===== src/rtl/serial_chunk_adder.sv =====
// Multi-cycle adder: S = A + B + CIN, CHUNK bits per clock through one CHUNK-bit adder
// with a registered carry, wrapped in a valid/ready handshake with signed-overflow flag.
//
//  state | meaning
//  ------+-----------------------------------------------------------
//  IDLE  | waiting for operands, in_ready=1
//  RUN   | adding chunk idx each cycle, carry held in carry_q
//  DONE  | result stable, out_valid=1 until out_ready
module serial_chunk_adder #(
    parameter int WIDTH = 16,
    parameter int CHUNK = 4
) (
    input  logic             clk,
    input  logic             rst_n,
    input  logic             in_valid,
    output logic             in_ready,
    input  logic [WIDTH-1:0] a,
    input  logic [WIDTH-1:0] b,
    input  logic             cin,
    output logic             out_valid,
    input  logic             out_ready,
    output logic [WIDTH-1:0] sum,
    output logic             cout,
    output logic             ovf
);

    localparam int NCH   = WIDTH / CHUNK;
    // Counter keeps at least one bit so the single-chunk case still elaborates cleanly.
    localparam int IDX_W = (NCH > 1) ? $clog2(NCH) : 1;
    localparam logic [IDX_W-1:0] LAST_IDX = IDX_W'(NCH - 1);

    typedef enum logic [1:0] {
        IDLE = 2'd0,
        RUN  = 2'd1,
        DONE = 2'd2
    } state_t;

    state_t           state_q, state_d;
    logic [WIDTH-1:0] a_q, a_d;
    logic [WIDTH-1:0] b_q, b_d;
    logic [WIDTH-1:0] sum_q, sum_d;
    logic [IDX_W-1:0] idx_q, idx_d;
    logic             carry_q, carry_d;
    logic             cout_q, cout_d;
    logic             ovf_q, ovf_d;

    int               chunk_lsb;
    logic [CHUNK-1:0] chunk_a;
    logic [CHUNK-1:0] chunk_b;
    logic [CHUNK-1:0] chunk_sum;
    logic             chunk_carry;

    // State register
    always_ff @(posedge clk or negedge rst_n) begin
        if (!rst_n) begin
            state_q <= IDLE;
        end else begin
            state_q <= state_d;
        end
    end

    // Next-state logic
    always_comb begin
        state_d = state_q;
        case (state_q)
            IDLE:    if (in_valid) state_d = RUN;
            RUN:     if (idx_q == LAST_IDX) state_d = DONE;
            DONE:    if (out_ready) state_d = IDLE;
            default: state_d = IDLE;
        endcase
    end

    // Outputs decoded from state so reset clears the handshake without a clock edge
    always_comb begin
        in_ready  = 1'b0;
        out_valid = 1'b0;
        case (state_q)
            IDLE:    in_ready  = 1'b1;
            DONE:    out_valid = 1'b1;
            default: ;
        endcase
    end

    // Chunk datapath: one CHUNK-bit adder fed from the latched operands
    always_comb begin
        chunk_lsb = 32'(idx_q) * CHUNK;
        chunk_a   = a_q[chunk_lsb +: CHUNK];
        chunk_b   = b_q[chunk_lsb +: CHUNK];
        {chunk_carry, chunk_sum} = {1'b0, chunk_a} + {1'b0, chunk_b}
                                 + {{CHUNK{1'b0}}, carry_q};
    end

    always_comb begin
        a_d     = a_q;
        b_d     = b_q;
        sum_d   = sum_q;
        idx_d   = idx_q;
        carry_d = carry_q;
        cout_d  = cout_q;
        ovf_d   = ovf_q;
        case (state_q)
            IDLE: begin
                if (in_valid) begin
                    a_d     = a;
                    b_d     = b;
                    carry_d = cin;
                    idx_d   = '0;
                end
            end
            RUN: begin
                sum_d[chunk_lsb +: CHUNK] = chunk_sum;
                carry_d = chunk_carry;
                idx_d   = idx_q + IDX_W'(1);
                if (idx_q == LAST_IDX) begin
                    cout_d = chunk_carry;
                    ovf_d  = (a_q[WIDTH-1] == b_q[WIDTH-1]) &&
                             (sum_d[WIDTH-1] != a_q[WIDTH-1]);
                end
            end
            default: ;
        endcase
    end

    always_ff @(posedge clk or negedge rst_n) begin
        if (!rst_n) begin
            a_q     <= '0;
            b_q     <= '0;
            sum_q   <= '0;
            idx_q   <= '0;
            carry_q <= 1'b0;
            cout_q  <= 1'b0;
            ovf_q   <= 1'b0;
        end else begin
            a_q     <= a_d;
            b_q     <= b_d;
            sum_q   <= sum_d;
            idx_q   <= idx_d;
            carry_q <= carry_d;
            cout_q  <= cout_d;
            ovf_q   <= ovf_d;
        end
    end

    assign sum  = sum_q;
    assign cout = cout_q;
    assign ovf  = ovf_q;

endmodule


===== config.mk =====
export PLATFORM = sky130hd
export DESIGN_NAME = serial_chunk_adder
export DESIGN_NICKNAME = d
export VERILOG_FILES = /design/src/rtl/serial_chunk_adder.sv
export SDC_FILE = /design/constraint.sdc
export NUM_CORES = 1
export LEC_CHECK = 0
export ABC_AREA = 1
export BUFFER_PORTS_ARGS = -buffer_cell sky130_fd_sc_hd__buf_2
export CAP_MARGIN = 0
export CORE_MARGIN = 2
export CORE_UTILIZATION = 59
export DETAILED_ROUTE_END_ITERATION = 12
export PLACE_DENSITY_LB_ADDON = 0.25
export SLEW_MARGIN = 40
export SYNTH_ARGS = -nofsm -noshare
export SYNTH_HDL_FRONTEND = slang
export SYNTH_SLANG_ARGS = --single-unit

===== constraint.sdc =====
create_clock -name clk -period 3.9 [get_ports clk]
set_input_delay 0 -clock clk [delete_from_list [all_inputs] [get_ports clk]]
set_output_delay 0 -clock clk [all_outputs]
set_load 0.01 [all_outputs]

==> results.json <==
{
  "cts_sinks": 55,
  "grt_max_degree": 56,
  "rsz0062_at_grt": "false",
  "avgSynthCellArea_sq_um": 10.8,
  "die_w_um": 72.3,
  "outcome": "finished clean",
  "antenna_cells": 0,
  "synth_xor_xnor_area_share": 0.00318,
  "end_kind": "register",
  "synth_seq_area_share": 0.500,
  "layout.cells.non_filler": 399,
  "overflow": 0,
  "min_period_ns": 2.60,
  "p_leak_nw": 1.78,
  "clk_path_buf_depth": 2,
  "fin_skew_ns": 0.00736,
  "start_kind": "register",
  "grt_pass1_vias": 2289,
  "synth_compound_area_frac": 0.114,
  "die_h_um": 72.3,
  "synth_nets": 302,
  "nFillCells": 298,
  "synth_top_family_by_area": "multiplexers",
  "drc": 0,
  "grt_pass1_wl_um": 10900,
  "power.density_nw_per_um2": 856,
  "core_area_sq_um": 4410,
  "slowest_stage": "inv_1",
  "vias": 2206,
  "worst-endpoint-required_ns": 4.13,
  "clk_pin_slew_ns": 0.09,
  "hold_class": "in -> async",
  "yosysWarnings": 0,
  "cts_resized": 0,
  "routedWlPerCell_um": 15.9,
  "synth.area.mux_share": 0.150,
  "synth_cells": 254,
  "synth_cell_types": 30,
  "antenna_found_initial": 0,
  "drv_slew": 0,
  "io_buffers": 56,
  "path_delay_family": "adder cells",
  "crit_chain": "inv_1 > o21ai_0 > o22ai_1 > fa_1 > inv_1 > fa_1 > xnor2_1 > nand3_1 > o21ai_0",
  "tightest_slew_ns": 0.693,
  "cts_tree": "yes",
  "grt_usage": 0.274,
  "dieArea_sq_um": 5220,
  "cts_buffers": 5,
  "drtPass1Iterations": 4,
  "vdd_drop_max_uv": 507,
  "synth-simple-area-share": 0.125,
  "crit_arrival_ns": 2.83,
  "area_delta_synth_final_pct": 27.5,
  "tns_ns": 0,
  "wirelength_um": 6340,
  "dp_cells": 355,
  "worstPathMaxFanout": 22,
  "ant_nets": 0,
  "hpwl_um": 3990,
  "cts-htree-levels": 2,
  "clock_latency_ns": 0.31,
  "critPathKind": "reg -> reg",
  "synth-adder-area-share": 0.0555,
  "hold_viol_final": 0,
  "synth_area_leader_cell": "dfrtp_1",
  "gp_congestion": 0.822,
  "drive_above_1_share": 0.294,
  "drt_iter0_markers": 267,
  "postCtsSetupRepairBufs": 0,
  "viasPerCell": 5.53,
  "period_share": 0.666,
  "critPathBufInv": 2,
  "postCtsHoldBufs": 36,
  "synth.ff_latch_count": 55,
  "slowest_delay_ns": 0.49,
  "slew_headroom": 0.538,
  "drv_cap": 0,
  "io_pins": 57,
  "max_freq_ghz": 0.385,
  "finalSetupViolCount": 0,
  "layout.nets": 394,
  "cts_root_buffer": "clkbuf_8",
  "worstSetupStartpoint": "idx_q[0]",
  "synth.top_cell.area_share": 0.500,
  "ys_top_cells_by_area": "dfrtp_1 50%, mux2_4 11%, nand2_1 4.6%, ha_1 4.1%, o21ai_0 4.0%",
  "initial_core_util": 0.623,
  "rows": 24,
  "r2r-start": "idx_q[0]",
  "synth_area_sq_um": 2750
}
-- cell usage in the layout, fill, tap and decap left out, drive strengths merged, types with 9 or more instances in the layout --
cell type / count
buf: 58
dfrtp: 55
o21ai: 39
dlygate4sd3: 36
nand2: 36
mux2: 30
inv: 20
nor2: 19
nand3: 12
ha: 9
-- metrics by stage --
step | total power, W | utilization | cell area (sq um) | setup slack (ns) | hold slack, ns
detailed placement | 0.00261 | 0.690 | 3050 | 1.34 | 0.174
global route | 0.00325 | 0.794 | 3510 | 1.02 | 0.417
floorplan | 0.00221 | - | 2750 | 1.62 | -0.296
finish | 0.00300 | 0.794 | 3510 | 1.30 | 0.336
CTS | 0.00298 | 0.794 | 3510 | 1.32 | 0.353
global placement | 0.00254 | 0.690 | 3050 | 1.48 | 0.161
-- path summary, 6_finish.rpt --
check,to,slack (ns),depth (start not counted)
min in group clk,state_q[0],0.34,3
max in group asynchronous,b_q[12],3.09,3
worst max register to register,sum[6],1.30,9
worst min-delay path,sum[5],0.34,3
worst min register to register,sum[3],0.49,2
worst max-delay path,sum[6],1.30,9
-- cells by family (layout without fill, tap and decap cells) --
kind of cell | after synthesis | count (layout)
buffers and inverters | 29 | 122
AND/OR/NAND/NOR | 72 | 72
multiplexers | 30 | 30
XOR/XNOR | 1 | 1
flip-flops | 55 | 55
adder cells (fa/ha/maj) | 11 | 11
AO/OA/AOI/OAI | 56 | 56
-- sequential cells by signal, indices dropped and copies added (netlist names) --
| signal | cells |
|---|---|
| sum | 16 |
| cout | 1 |
| ovf | 1 |
| carry_q | 1 |
| b_q | 16 |
| idx_q | 2 |
| state_q | 2 |
| a_q | 16 |
-- power breakdown --
part / leakage, nW / total, W / switching, W / internal (W)
logic: 1.04 / 0.00165 / 0.000952 / 0.000702
registers: 0.682 / 0.00101 / 0.000181 / 0.000825
clock network: 0.0515 / 0.000341 / 0.000179 / 0.000162
total: 1.78 / 0.00300 / 0.00131 / 0.00169
-- Yosys cell counts, drive strengths merged --
| cell type | n |
|---|---|
| nand4 | 3 |
| inv | 20 |
| nand3 | 12 |
| fa | 2 |
| nor3 | 1 |
| o22ai | 6 |
| buf | 5 |
| o21ai | 39 |
| o31ai | 4 |
| mux2 | 30 |
| a21oi | 5 |
| xnor2 | 1 |
| nor2 | 19 |
| a32oi | 2 |
| ha | 9 |
| clkbuf | 4 |
| nand3b | 1 |
| nand2 | 36 |
| dfrtp | 55 |
-- layer usage --
layer | vias to the layer above | share of wire | routed length, um | track usage
li1 | 1049 | - | - | -
met1 | 1083 | 0.40 | 2510 | 0.340
met2 | 67 | 0.54 | 3420 | 0.491
met3 | 7 | 0.050 | 315 | 0.0486
met4 | 0 | 0.014 | 87 | 0.0776
met5 | - | 0 | 0 | 0
-- worst reg2reg max path: stages (launching register included) --
cell and delay [ns]:
dfrtp_1 0.39, inv_1 0.49, o21ai_0 0.17, o22ai_1 0.19, fa_1 0.23, inv_1 0.06
fa_1 0.41, xnor2_1 0.28, nand3_1 0.14, o21ai_0 0.17
-- final cells by class --
class / count / area, sq um / share of cell area
clock buffer: 8 / 100 / 0.0286
inverter: 20 / 77.6 / 0.0221
multi-input combinational: 170 / 1230 / 0.351
sequential: 55 / 1380 / 0.393
tap: 52 / 65.1 / 0.0186
timing repair buffer: 94 / 656 / 0.187
No activity file was read; power rests on OpenSTA's default activity.
